$ cat src/rtl/mole_sequencer.sv
// Whack-a-mole round controller: gap, one lit mole, then scoring, repeated until
// the game mode declares the game over. Mole choice comes from a free-running LFSR.

module mole_lane #(
  parameter int LANE = 0
) (
  input  logic       clk,
  input  logic       reset,
  input  logic       load,
  input  logic [3:0] idx_d,
  input  logic       key_valid,
  input  logic [3:0] key_index,
  output logic       light,
  output logic       match
);
  always_ff @(posedge clk or posedge reset)
    if (reset) light <= 1'b0;
    else       light <= load && (idx_d == 4'(LANE));

  // a lit lane can only exist in ON, so this also gates hits to the ON window
  assign match = light && key_valid && (key_index == 4'(LANE));
endmodule

module mole_sequencer #(
  parameter int CNT_W      = 28,
  parameter int N_LIGHTS   = 9,
  parameter int SCORE_W    = 6,
  parameter int LEVEL_HITS = 5
) (
  input  logic                clk,
  input  logic                reset,
  input  logic                start,
  input  logic [1:0]          mode,
  input  logic [SCORE_W-1:0]  total_flicks,
  input  logic [CNT_W-1:0]    light_on_cycles,
  input  logic [CNT_W-1:0]    light_between_cycles,
  input  logic                load_seed,
  input  logic [15:0]         seed,
  input  logic                key_valid,
  input  logic [3:0]          key_index,
  output logic [N_LIGHTS-1:0] lights,
  output logic [SCORE_W-1:0]  hits,
  output logic [SCORE_W-1:0]  misses,
  output logic [SCORE_W-1:0]  flicks,
  output logic [1:0]          level,
  output logic                busy,
  output logic                game_over
);
  typedef enum logic [2:0] {S_IDLE, S_GAP, S_ON, S_SCORE, S_DONE} state_t;

  localparam logic [1:0]         M_DEATH  = 2'd1;
  localparam logic [1:0]         M_CONT   = 2'd2;
  localparam logic [15:0]        SEED_DEF = 16'hACE1;
  localparam logic [SCORE_W-1:0] STEP     = SCORE_W'(LEVEL_HITS);

  state_t             state, state_d;
  logic [CNT_W-1:0]   cnt, on_q, gap_q, eff_on;
  logic [15:0]        lfsr;
  logic               fb;
  logic [3:0]         raw, fold, pick, idx_q, prev_idx, idx_d;
  logic [1:0]         mode_q;
  logic [SCORE_W-1:0] total_q, hits_nx, misses_nx, flicks_nx;
  logic               was_hit, hit, lvl_up;
  logic [N_LIGHTS-1:0] match_v;

  function automatic logic [SCORE_W-1:0] sat_inc(input logic [SCORE_W-1:0] v);
    return (v == '1) ? v : v + SCORE_W'(1);
  endfunction

  assign fb     = lfsr[15] ^ lfsr[13] ^ lfsr[12] ^ lfsr[10];
  assign eff_on = on_q >> level;
  assign hit    = |match_v;
  assign raw    = lfsr[3:0];

  // fold the 4-bit draw onto 0..8, then nudge off the previous mole
  always_comb begin
    fold = (raw >= 4'd9) ? raw - 4'd9 : raw;
    pick = fold;
    if (fold == prev_idx) pick = (fold == 4'd8) ? 4'd0 : fold + 4'd1;
  end

  always_comb begin
    hits_nx   = was_hit ? sat_inc(hits) : hits;
    misses_nx = was_hit ? misses : sat_inc(misses);
    flicks_nx = sat_inc(flicks);
    lvl_up    = (mode_q == M_CONT) && was_hit && (hits_nx != '0) &&
                ((hits_nx % STEP) == '0) && (level != 2'd3);
  end

  always_ff @(posedge clk or posedge reset)
    if (reset) state <= S_IDLE;
    else       state <= state_d;

  always_comb begin
    state_d = state;
    case (state)
      S_GAP:   if (cnt == '0) state_d = S_ON;
      S_ON:    if (hit || (key_valid && mode_q == M_DEATH) || cnt == '0) state_d = S_SCORE;
      S_SCORE: state_d = ((flicks_nx == total_q) || (mode_q == M_DEATH && !was_hit)) ?
                         S_DONE : S_GAP;
      default: ;
    endcase
    if (start) state_d = S_GAP;
  end

  always_ff @(posedge clk or posedge reset) begin
    if (reset) begin
      lfsr      <= SEED_DEF;
      cnt       <= '0;
      on_q      <= '0;
      gap_q     <= '0;
      mode_q    <= '0;
      total_q   <= '0;
      idx_q     <= '0;
      prev_idx  <= '0;
      was_hit   <= 1'b0;
      hits      <= '0;
      misses    <= '0;
      flicks    <= '0;
      level     <= '0;
      busy      <= 1'b0;
      game_over <= 1'b0;
    end else begin
      if (load_seed && (state == S_IDLE || state == S_DONE))
        lfsr <= (seed == 16'd0) ? SEED_DEF : seed;
      else
        lfsr <= {lfsr[14:0], fb};
      busy      <= state_d inside {S_GAP, S_ON, S_SCORE};
      game_over <= (state_d == S_DONE);
      if (start) begin
        mode_q   <= mode;
        total_q  <= (total_flicks == '0) ? SCORE_W'(1) : total_flicks;
        on_q     <= light_on_cycles;
        gap_q    <= light_between_cycles;
        cnt      <= light_between_cycles;
        prev_idx <= '0;
        was_hit  <= 1'b0;
        hits     <= '0;
        misses   <= '0;
        flicks   <= '0;
        level    <= '0;
      end else begin
        case (state)
          S_GAP:
            if (cnt == '0) begin
              cnt      <= eff_on;
              idx_q    <= pick;
              prev_idx <= pick;
            end else cnt <= cnt - CNT_W'(1);
          S_ON:
            if (state_d == S_SCORE) was_hit <= hit;
            else                    cnt     <= cnt - CNT_W'(1);
          S_SCORE: begin
            hits   <= hits_nx;
            misses <= misses_nx;
            flicks <= flicks_nx;
            if (lvl_up) level <= level + 2'd1;
            cnt    <= gap_q;
          end
          default: ;
        endcase
      end
    end
  end

  // lanes latch the new mole on the GAP->ON edge and hold it through ON
  assign idx_d = (state == S_GAP) ? pick : idx_q;

  for (genvar g = 0; g < N_LIGHTS; g++) begin : g_lane
    mole_lane #(.LANE(g)) u_lane (
      .clk       (clk),
      .reset     (reset),
      .load      (state_d == S_ON),
      .idx_d     (idx_d),
      .key_valid (key_valid),
      .key_index (key_index),
      .light     (lights[g]),
      .match     (match_v[g])
    );
  end
endmodule

$ cat config.mk
export PLATFORM = sky130hd
export DESIGN_NAME = mole_sequencer
export DESIGN_NICKNAME = d
export VERILOG_FILES = /design/src/rtl/mole_sequencer.sv
export SDC_FILE = /design/constraint.sdc
export NUM_CORES = 1
export LEC_CHECK = 0
export CAP_MARGIN = 20
export CORE_ASPECT_RATIO = 1.75
export CORE_MARGIN = 4
export CORE_UTILIZATION = 30
export CTS_CLUSTER_SIZE = 24
export DETAILED_ROUTE_END_ITERATION = 8
export PLACE_DENSITY = 0.5
export SYNTH_ARGS = -nofsm -noshare
export SYNTH_HDL_FRONTEND = slang
export SYNTH_SLANG_ARGS = --single-unit
$ cat constraint.sdc
create_clock -name clk -period 15.9 [get_ports clk]
set_input_delay 1.59 -clock clk [delete_from_list [all_inputs] [get_ports clk]]
set_output_delay 1.59 -clock clk [all_outputs]
set_load 0.05 [all_outputs]
After elaboration in Yosys (flattened, before gate mapping)
Index checks and enable logic that the tools add are counted.
Widths: inputs -> output; s select.
- multipliers: 0
- shifts and indexed selects: 1
- bitwise gates (word level): 4
- mux-type cells: 36
- $add $sub $neg: 7
- equal/unequal tests: 36
- div/mod/pow operators: 1
- order comparisons: 1
- reduce and logical (&&, ||, !) cells: 62
- operators by type and width (kind ; number):
    $mux 28 ; 3
    $pmux 28 s3 ; 1
    $mux 6 ; 12
    $logic_and 1x1->1 ; 34
    $eq 4x3->1 const B ; 8
    $mux 16 ; 2
    $logic_not 28->1 ; 1
    $mux 4 ; 7
    $shr 28x2->28 ; 1
    $sub 28x1->28 const B ; 1
    $add 6x1->6 const B ; 3
    $eq 6x6->1 const B ; 3
    $eq 4x2->1 const B ; 4
    $logic_not 16->1 ; 1
    $eq 3x2->1 const B ; 4
    $eq 4x4->1 const B ; 3
    $logic_not 6->1 ; 2
    $mux 3 ; 4
    $reduce_bool 2->1 ; 6
    $pmux 3 s3 ; 1
    $reduce_or 9->1 ; 1
    $eq 4x1->1 const B ; 2
    $logic_not 4->1 ; 2
    $reduce_and 2->1 ; 4
    24 further kinds ; 38
- memories kept: 0
- bits in read-only memories: 0
- bits in writable memories: 0
- flip-flop bits (word level): 151
- bits in latches: 0

Logic depth before layout (Yosys ltp)
- word-level depth: 12
- mapped depth: 21
- gate-level depth less buffers: 21

Hierarchy
Synthesis repeated with hierarchy kept, for this count alone.
- cells, all modules: 933
- area, all modules: 9439.1 µm²
- modules (own cells, without submodules) (module ; cells an instance ; instances ; sequential area each (µm²) ; area each (µm²)):
    mole_sequencer ; 879 ; 1 ; 3563.4 ; 8902.3
    mole_lane (g_lane[4].u_lane ...) ; 6 ; 4 ; 25.0 ; 57.6
    mole_lane (g_lane[1].u_lane ...) ; 6 ; 2 ; 25.0 ; 63.8
    mole_lane (g_lane[7].u_lane) ; 6 ; 1 ; 25.0 ; 65.1
    mole_lane (g_lane[3].u_lane) ; 6 ; 1 ; 25.0 ; 60.1
    mole_lane (g_lane[0].u_lane) ; 6 ; 1 ; 25.0 ; 53.8

Worst setup path before layout
No wires, ideal clock.
- kind: reg-to-reg
- from: reg hits[1]
- to: reg level[0]
- cell stages (with the launch flop): 22
- setup slack: 10.550 ns
- buffers on the path: 0
- arrival: 5.225 ns
- data required time: 15.775 ns
- clock period less this slack: 5.350 ns
- path through: dfrtp_1 > ha_1 > a41oi_1 > a31oi_1 > inv_1 > ha_1 > a2111o_1 > a211oi_1 > inv_1 > ha_1 > inv_1 > o21ai_0 > a31oi_2 > xnor2_1 > ha_1 > xnor2_1 > nand3_1 > o31ai_1 > nand2_1 > or3_1 > a311oi_1 > mux2_2
- cells in the longest elaborated chain, start to end: 9
- elaborated cells on any way between the ends: 12
- RTL lines (item ; RTL line ; RTL):
    start: declaration ; 42 ; output logic [SCORE_W-1:0] hits,
    start signal: assignment ; 154 ; hits <= hits_nx;
    $add 6x1->6 / $eq 6x6->1 (equally long branches) ; 67 ; return (v == '1) ? v : v + SCORE_W'(1);
    $mux 6 ; 67 ;
    $mux 6 (*) ; 83 ; hits_nx = was_hit ? sat_inc(hits) : hits;
    $mod 6x3->6 / $reduce_bool 6->1 (equally long branches) ; 87, 86 ;
    $logic_not 6->1 / $logic_and 1x1->1 (equally long branches) ; 87, 86 ;
    $logic_and 1x1->1 (*) ; 86 ; lvl_up = (mode_q == M_CONT) && was_hit && (hits_nx != '0) &&
    $logic_and 1x1->1 (*) ; 87 ; ((hits_nx % STEP) == '0) && (level != 2'd3);
    $reduce_bool 2->1 (no line) (*) ; n/a ;
    $reduce_and 2->1 (no line) (*) ; n/a ;
    end signal: assignment ; 157 ; if (lvl_up) level <= level + 2'd1;
    end: declaration ; 45 ; output logic [1:0] level,
Mark *: on every way between the ends. The rest lies on a longest branch, timed or not.
A chain may end at the register's enable or synchronous reset.

Worst setup path after layout
- from: reg hits[0]
- to: reg level[0]
The elaborated chain is that of the path after synthesis.

==> results.tsv <==
metric	value	unit
run status	finished, final reports clean	
Slew headroom	0.3787	
TritonCTS clock tree	yes	
post-synthesis mux area share	0.1860	
Net Count, Synth	1017	
Yosys reg bits	151	
crit path max fanout	12	
DR pass1 iterations	4	
chip width	140.0	um
Pleak	4.354	nW
fill count	3101	
Post-synth EDFFs	0	
WP buf/inv	3	
critical path's slowest cell	dfrtp_1	
placed cell area	0.01061	sq mm
critical path capture point type	flop	
number of global-route vias before repair	7307	
WP data required	16.22	ns
cts repair resizes	0	
synth warn	0	
Synth Area in XOR/XNOR	0.04745	
Initial Util	0.3044	
Power, Total	1.159	mW
Sink Count	151	
CTS hold repair buffers	0	
Min Clock Period, post-route	5.880	ns
grt ovf	0	
vias	7166	
Max Root-Sink Buffers	2	
Worst Max-Slew Pin Slew	0.9320	ns
Synth Area in Simple Gates	0.1499	
most common flop cell mapped by yosys	dfrtp_1	
period utilization	0.3698	
hpwl dp	17.46	mm
RSZ-0062 raised after global routing	false	
fin cells	1401	
crit path cell chain	ha_1, a41oi_1, a31oi_1, inv_1, ha_1, a2111o_1, a211oi_1, inv_1, ha_1, inv_1, o21ai_0, a31oi_2, xnor2_1, ha_1, xnor2_1, o31ai_1, nand2_1, or3_1, a311oi_1, mux2_2	
Compound-Gate Fraction of Synth Area	0.1366	
Pins Over Slew Limit	0	
# nets final	1105	
overall routing resource usage	0.1493	
Mean Syn Cell Area	10.02	sq um
synthesized area	0.009150	sq mm
Adder-Cell Fraction of Synth Area	0.02051	
total wire length	24.36	mm
PortBufs	119	
RePlAce Congestion	0.8392	
Post-Synthesis Cells	913	
Hold Crit Class	reg2reg	
first-pass GRT wire length	39.61	mm
Std-Cell Rows	84	
Worst-Skew Late Latency	0.44	ns
pwr/cell area	103.4	mW/mm^2
CTS buffer count	17	
Max Clock Skew	0.008605	ns
max incr delay on CP	0.58	ns
internal reg-to-reg setup slack	10.02	ns
full die area	0.03347	sq mm
initial DRC count	288	
core area	0.03006	sq mm
min-delay src	lfsr[8]	
antenna violations before repair	0	
worst reg2reg startpoint	hits[0]	
Clk pin slew, worst setup/hold paths	0.06	ns
Fmax	0.1701	GHz
Ports	120	
Register Area	0.003790	sq mm
Routed Antenna Nets	0	
post-synthesis sequential area ratio	0.4141	
synth unique cells	74	
Worst Hold Depth	1	
critical path data arrival time	6.20	ns
Remaining DRCs	0	
root buf cell	clkbuf_16	
WL/cell	17.39	um
ys async rst share	1.000	
max-cap violation count	0	
class of the most critical setup path	reg2reg	
most frequent CP cell	ha_1	
largest net degree at the start of global routing	85	
reg2reg end	level[0]	
H-Tree Level Count	4	
Worst Hold Path EP	lfsr[9]	
Top delay family on crit path	compound AO/OA/AOI/OAI gates	
Setup Viol. Count Final	0	
placed cells	1369	
Area growth syn-to-layout	22.51	%
vias per std cell	5.115	
post-route cell area	0.01121	sq mm
share of cells above drive strength 1	0.1578	
area occupied by multi-input gates	0.004950	sq mm
postcts setup bufs	0	
main combinational cell family by area after synthesis	multiplexers	
nature of the critical path startpoint	flop	
Reg2Reg Depth	20	
Hold Fails Final Rpt	0	
setup TNS	0	ns
post-layout util	0.3729	
chip height	239.0	um
ANT cells	0	
VDD IR max	0.07767	mV
through the flow:
stage / hold slack, ns / setup slack (ns)
2_1_floorplan: 0.4556 / 10.26
3_3_place_gp: 0.4668 / 10.22
3_5_place_dp: 0.4797 / 10.11
4_1_cts: 0.4936 / 10.08
5_1_grt: 0.5068 / 9.525
6_report: 0.4844 / 10.02
cells in the final DEF, fill, tap and decap left out, drive strengths merged, types with 4 or more instances in the layout:
| cell | count |
|---|---|
| dfrtp | 143 |
| clkdlybuf4s50 | 118 |
| nand2 | 85 |
| mux2 | 78 |
| o21ai | 71 |
| nor2 | 66 |
| mux2i | 44 |
| a21oi | 40 |
| xnor2 | 33 |
| nor3 | 28 |
| inv | 28 |
| clkbuf | 23 |
| a211oi | 19 |
| mux4 | 17 |
| ha | 15 |
| nand3 | 14 |
| xor2 | 14 |
| nor4 | 13 |
| nand2b | 12 |
| buf | 12 |
| nor2b | 11 |
| o211ai | 10 |
| o22a | 8 |
| dfstp | 8 |
| or3 | 7 |
| and3 | 6 |
| nand4 | 6 |
| nor3b | 6 |
| or4 | 6 |
| or2 | 5 |
| clkinv | 5 |
| nand4b | 4 |
| and2 | 4 |
| a22oi | 4 |
| o221ai | 4 |
| a31oi | 4 |
registers in the layout, indices dropped and copies added, names as in the netlist:
| signal | cells |
|---|---|
| cnt | 28 |
| gap_q | 28 |
| on_q | 28 |
| lfsr | 16 |
| g_lane.u_lane.light | 9 |
| flicks | 6 |
| hits | 6 |
| misses | 6 |
| total_q | 6 |
| idx_q | 4 |
| prev_idx | 4 |
| state | 3 |
| level | 2 |
| mode_q | 2 |
| busy | 1 |
| game_over | 1 |
| was_hit | 1 |
worst max path at each step:
stage / end / depth (start not counted) / from
after global routing: level[0] / 20 / hits[0]
after global placement: level[0] / 20 / hits[0]
after floorplan: busy / 1 / reset
after detailed placement: level[0] / 20 / hits[0]
final: level[0] / 20 / hits[0]
after CTS: level[0] / 20 / hits[0]
cells in the mapped netlist (5+ instances only):
| cell | n | area [sq um] |
|---|---|---|
| nor3_1 | 28 | 140.1 |
| a211oi_1 | 19 | 142.6 |
| o22a_1 | 8 | 70.07 |
| nor3b_1 | 6 | 45.04 |
| clkbuf_1 | 35 | 131.4 |
| o21ai_0 | 66 | 330.3 |
| and3_1 | 6 | 37.54 |
| nand2_1 | 85 | 319.1 |
| dfstp_2 | 8 | 210.2 |
| nand2b_1 | 12 | 75.07 |
| ha_1 | 15 | 187.7 |
| a21oi_1 | 39 | 195.2 |
| buf_4 | 11 | 82.58 |
| buf_1 | 7 | 26.28 |
| nand4_1 | 6 | 37.54 |
| mux2i_1 | 44 | 440.4 |
| nor2b_1 | 11 | 68.82 |
| inv_1 | 28 | 105.1 |
| mux2_2 | 78 | 878.3 |
| xnor2_1 | 33 | 289.0 |
| nor2_1 | 66 | 247.7 |
| o211ai_1 | 9 | 67.56 |
| nor4_1 | 12 | 75.07 |
| mux4_2 | 17 | 382.9 |
| xor2_1 | 14 | 122.6 |
| buf_6 | 5 | 56.30 |
| or3_1 | 7 | 43.79 |
| dfrtp_1 | 143 | 3578 |
| nand3_1 | 14 | 70.07 |
power breakdown:
part           switching (mW)  internal (mW)
logic                   0.132          0.128
registers              0.0365          0.438
clock network           0.167          0.259
total                   0.335          0.824
cell families after synthesis:
group | count (synthesis)
and+or+nand+nor | 279
DFF | 151
muxes | 139
AOI/OAI and AO/OA | 192
buffers and inverters | 89
adders and majority gates | 15
xor gates and xnor gates | 48
metal layers:
metal	share of wire	vias to the layer above	track usage
li1	-	3492	-
met1	0.39	3519	0.1638
met2	0.56	117	0.2819
met3	0.031	38	0.02622
met4	0.024	0	0.05965
met5	0	-	0
cell type report:
type,instances,area share
Multi-Input combinational cell,673,0.4416
Sequential cell,151,0.3381
Timing Repair Buffer,130,0.1134
Tap cell,387,0.04320
Clock buffer,23,0.04264
Clock inverter,9,0.01127
Inverter,28,0.009823
Power figures use the tool's default switching activity.
==> RTL change 1, RTL diff (same settings) <==
Make the reset (`reset`) synchronous in 3 clocked blocks.
--- a/src/rtl/mole_sequencer.sv
+++ b/src/rtl/mole_sequencer.sv
@@ -15,3 +15,3 @@
 );
-  always_ff @(posedge clk or posedge reset)
+  always_ff @(posedge clk)
     if (reset) light <= 1'b0;
@@ -89,3 +89,3 @@
 
-  always_ff @(posedge clk or posedge reset)
+  always_ff @(posedge clk)
     if (reset) state <= S_IDLE;
@@ -105,3 +105,3 @@
 
-  always_ff @(posedge clk or posedge reset) begin
+  always_ff @(posedge clk) begin
     if (reset) begin
Function: differs if reset is asserted again (counterexample within 4 cycles, from zero or initial values and one cycle with reset high); with reset held inactive, the same outputs for 4 cycles.
==> RTL change 1 against the unedited design <==
  * Count of clock-buffer cells in the layout fell by 3
  * Worst setup slack better by 1.3 ns
  * Sequential cell count unchanged
  * Total power is 14% lower
  * Wire length grew 1.6%
  * Area after synthesis fell by 5.3%
  * Core utilization grew 0.16 points
  * First-iteration DRC count rose by 14%
  * Via count grew 6.5%
  * Final area fell by 4.7%
  * Clock power increased by 3%
  * Highest routed layer unchanged
==> RTL change 1: results (changes against the unedited design) <==
stage,metric,value,unit,change
yosys,yosysUniqueCellTypes,72,,-2.7%
pwr,vdd_ir_drop_max,0.0000778,V,+0.11%
global_route,grt_first_pass_wirelength,39.8,mm,+0.35%
status,status,completed,,
worst_setup_path,cp_data_arrival_time,4.91,ns,-1.29 ns
drt,drt_first_pass_iters,6,,+2
timing,hold_ws,0.441,ns,-0.0439 ns
worst_setup_path,cp_slowest_stage_delay,0.62,ns,+0.04 ns
yosys,synth_area_leaders,"dfxtp_1 35%, mux2i_1 10%, nor2_1 6.2%",,
placed_design,numPortBuffers,119,,unchanged
cts,cts.clk_slew.worst_paths,0.07,ns,
placed_design,place.gp.congestion,0.794,,-5.4%
drt,drt-vias-per-instance,5.10,,-0.23%
cts,ctsRootBufferMaster,clkbuf_16,,
cells_and_area,layout-drive-gt1-share,0.0779,,-0.0799
placed_design,place_hpwl,17.7,mm,+1.4%
drt,routed_wl,24.8,mm,+1.6%
cts,htree_num_levels,4,,unchanged
worst_setup_path,path_delay_family,multiplexers,,
cts,cts_max_path_buffers,2,,unchanged
yosys,yosys_warnings,0,,unchanged
yosys,ys_async_sr_fraction,0,,-1.00
yosys,synthTopCellsByCount,"151 x dfxtp_1, 144 x nor2_1, 107 x nand2_1, 89 x mux2i_1, 55 x clkbuf_1",,
drt,vias,7629,,+6.5%
cells_and_area,layout.nets,1206,,+9.1%
global_route,track_usage,0.159,,+0.00927
cells_and_area,antenna_cells,0,,unchanged
global_route,grt_start_max_net_pins,79,,-7.1%
global_route,antenna_found_initial,0,,unchanged
pwr,p_leak,0.00399,uW,-8.5%
worst_setup_path,crit_fanout,10,,-2
timing,finalClockSkew,0.0123,ns,+0.00366 ns
cts,cts_buffers,17,,unchanged
yosys,synth_fp_nets,1137,,+12%
yosys,yosysSeqAreaShare,0.349,,-0.0652
worst_setup_path,r2r_setup_slack,11.35,ns,+1.33 ns
yosys,synthCells,1035,,+13%
min_path,hold_class,reg -> reg,,
placed_design,placed_cells,1463,,+6.9%
cts,insertion_delay,0.44,ns,about the same
cts,cts_setup_buffers,0,,unchanged
drt,drt_iter0_drc,329,,+14%
cells_and_area,reg_top3,"cnt (28), gap_q (28), on_q (28)",,
timing,worst_slew_pin_slew,1.03,ns,+0.0964 ns
global_route,grt_pass1_vias,7527,,+3.0%
worst_setup_path,cpMaxStageDelayCell,mux2i_1,,
cts,cts_resized,0,,unchanged
RTL change 1: layer usage:
metal  global-route usage  part of all wire
met4               0.0508             0.020
met1                0.170              0.40
met5                    0                 0
met3               0.0322             0.034
met2                0.304              0.55
RTL change 1: where the power goes:
| group | total (uW) | switching (uW) | leakage [uW] | internal (uW) |
|---|---|---|---|---|
| clock network | 439 | 168 | 0.000310 | 271 |
| registers | 418 | 19.2 | 0.00124 | 399 |
| logic | 145 | 73.5 | 0.00243 | 71.6 |
RTL change 1: cell families (layout without fill, tap and decap cells):
logic type / count (synthesis) / after routing / synth area share
and+or+nand+nor: 396 / 396 / 0.219
AOI/OAI and AO/OA: 225 / 225 / 0.177
DFF: 151 / 151 / 0.349
muxes: 113 / 113 / 0.146
buffers and inverters: 93 / 175 / 0.0468
xor gates and xnor gates: 44 / 44 / 0.0445
adders and majority gates: 13 / 13 / 0.0188
RTL change 1: worst reg2reg max path: cells and delay by family, from the launching register on:
family | cells | cell delay (ns)
simple gates | 4 | 0.66
mux | 3 | 1.26
compound gates | 5 | 0.81
xor+xnor | 1 | 0.24
flops | 1 | 0.50
fa+ha+maj | 3 | 1.01
RTL change 1: area by class of cell:
type / count / area (sq um)
clock buffers: 20 / 457
clock inverters: 12 / 174
fillers: 3046 / 17800
inverters: 14 / 52.6
multi-input cells: 791 / 5240
flip-flops and latches: 151 / 3020
well taps: 378 / 473
repair buffers: 129 / 1260
RTL change 1: per-stage QoR:
stage / area [sq um] / setup WS [ns]
final: 10700 / 11.35
after floorplan: 8670 / 11.61
after detailed placement: 10100 / 11.40
after global routing: 10700 / 10.88
after global placement: 10100 / 11.53
after CTS: 10700 / 11.37
RTL change 1: final timing paths:
kind,startpoint,to,depth (start not counted)
worst max-delay path,hits[0],level[0],16
worst min register to register,lfsr[11],lfsr[12],2
worst max register to register,hits[0],level[0],16
worst min-delay path,lfsr[11],lfsr[12],2
==> RTL change 2, RTL diff (same flow settings) <==
Made on the original files. Set the parameter `SCORE_W` to 12 (it was 6).
--- a/src/rtl/mole_sequencer.sv
+++ b/src/rtl/mole_sequencer.sv
@@ -26,3 +26,3 @@
   parameter int N_LIGHTS   = 9,
-  parameter int SCORE_W    = 6,
+  parameter int SCORE_W    = 12,
   parameter int LEVEL_HITS = 5
Interface: changed (resized flicks, hits, misses and total_flicks); port bits go from 120 to 144. The function was not compared with the original's and may differ.
==> RTL change 2 against the unedited design <==
  * Hold slack worse by 0.0091 ns
  * Sequential power is 13% higher
  * Critical path depth is 2 higher
  * Total power is 5.6% higher
  * Via count is 37% higher
  * Wire length is 47% higher
  * Worst setup slack worse by 1.6 ns
  * Sequential cell count is 24 higher
  * Final area is 25% higher
  * Core utilization is 0.61 points lower
  * Area after synthesis is 27% higher
  * Final cell count is 31% higher
  * Count of clock-buffer cells in the layout is 5 lower
==> RTL change 2: results (changes against the unedited design) <==
stage,metric,value,unit,change
drt,drt_iter0_drc,460,,+60%
global_route,grt_pass1_vias,10020,,+37%
global_route,grt_start_max_net_pins,78,,-8.2%
drt,routed_wl,35.7,mm,+47%
global_route,grt_first_pass_wirelength,55.9,mm,+41%
yosys,synth_xor_area_frac,0.0648,,+0.0174
status,status,completed,,
cells_and_area,layout-drive-gt1-share,0.141,,-0.0169
yosys,syn_area_per_cell,9.42,sq um,-6.0%
placed_design,dpl_worst_slack,8.46,ns,-1.66 ns
placed_design,place.gp.congestion,0.881,,+4.9%
cells_and_area,seq_area,4390,sq um,+16%
placed_design,numPortBuffers,143,,+20%
placed_design,placed_cells,1801,,+32%
pwr,vdd_ir_drop_max,0.0000694,V,-11%
yosys,muxShareOfSynthArea,0.168,,-0.0183
yosys,yosysUniqueCellTypes,84,,+14%
pwr,p_int,862,uW,+4.6%
worst_setup_path,cpMaxStageDelayCell,a2111oi_0,,
placed_design,place_area,13400,sq um,+27%
worst_setup_path,cp_data_arrival_time,7.85,ns,+1.65 ns
yosys,synth_area_leaders,"dfrtp_1 36%, mux2_2 8.4%, mux2i_1 4.6%",,
yosys,yosysSeqAreaShare,0.378,,-0.0357
worst_setup_path,cp_slowest_stage_delay,0.76,ns,+0.18 ns
timing,finalClockSkew,0.00980,ns,+0.00119 ns
global_route,track_usage,0.170,,+0.0206
drt,drt_first_pass_iters,5,,+1
drt,wl_per_cell,19.5,um,+12%
cts,cts_max_path_buffers,2,,unchanged
worst_setup_path,crit_fanout,9,,-3
placed_design,place_hpwl,26.7,mm,+53%
cells_and_area,nFillCells,3900,,+26%
yosys,synth_compound_area_frac,0.161,,+0.0243
pwr,p_leak,0.00547,uW,+26%
## RTL change 2: changes by cell type after synthesis, moves of 15 or more
cell	unedited run	this run
xor2_1	14	35
o211ai_1	9	24
a211oi_1	19	34
xnor2_1	33	49
dfrtp_1	143	167
nand3_1	14	35
nor2_1	66	127
a21oi_1	39	73
## RTL change 2: cell type report
type                            instances  share of cell area
Multi-Input combinational cell        955               0.483
Sequential cell                       175               0.313
Timing Repair Buffer                  162               0.112
Tap cell                              485              0.0432
Clock buffer                           18              0.0306
Clock inverter                         14              0.0111
Inverter                               25             0.00704
## RTL change 2: final timing paths
kind	startpoint	to	slack, ns	cells past startpoint
hold reg to reg	idx_q[0]	idx_q[0]	0.48	2
max in group asynchronous	reset	level[0]	12.15	4
hold / removal	idx_q[0]	idx_q[0]	0.48	2
setup reg to reg	hits[4]	level[0]	8.38	22
min in group asynchronous	reset	on_q[12]	1.54	2
setup / recovery	hits[4]	level[0]	8.38	22
## RTL change 2: cell families (layout without fill, tap and decap cells)
logic type,Yosys count,after routing
XOR/XNOR,85,85
adder cells (fa/ha/maj),11,11
AO/OA/AOI/OAI,276,276
buffers and inverters,102,219
flip-flops,175,175
AND/OR/NAND/NOR,423,423
multiplexers,160,160
## RTL change 2: power by group through the flow
stage	sequential, uW	combinational, uW	clock, uW
floorplan	533	191	0
global placement	545	258	0
detailed placement	546	261	0
CTS	538	263	445
global route	544	289	461
finish	537	257	430
## RTL change 2: metal layers
metal / vias to the layer above / track usage / routed length, um
met3: 69 / 0.0195 / 1010
met2: 209 / 0.334 / 20400
met5: - / 0 / 0
li1: 4736 / - / -
met1: 4772 / 0.180 / 13200
met4: 0 / 0.0681 / 1190
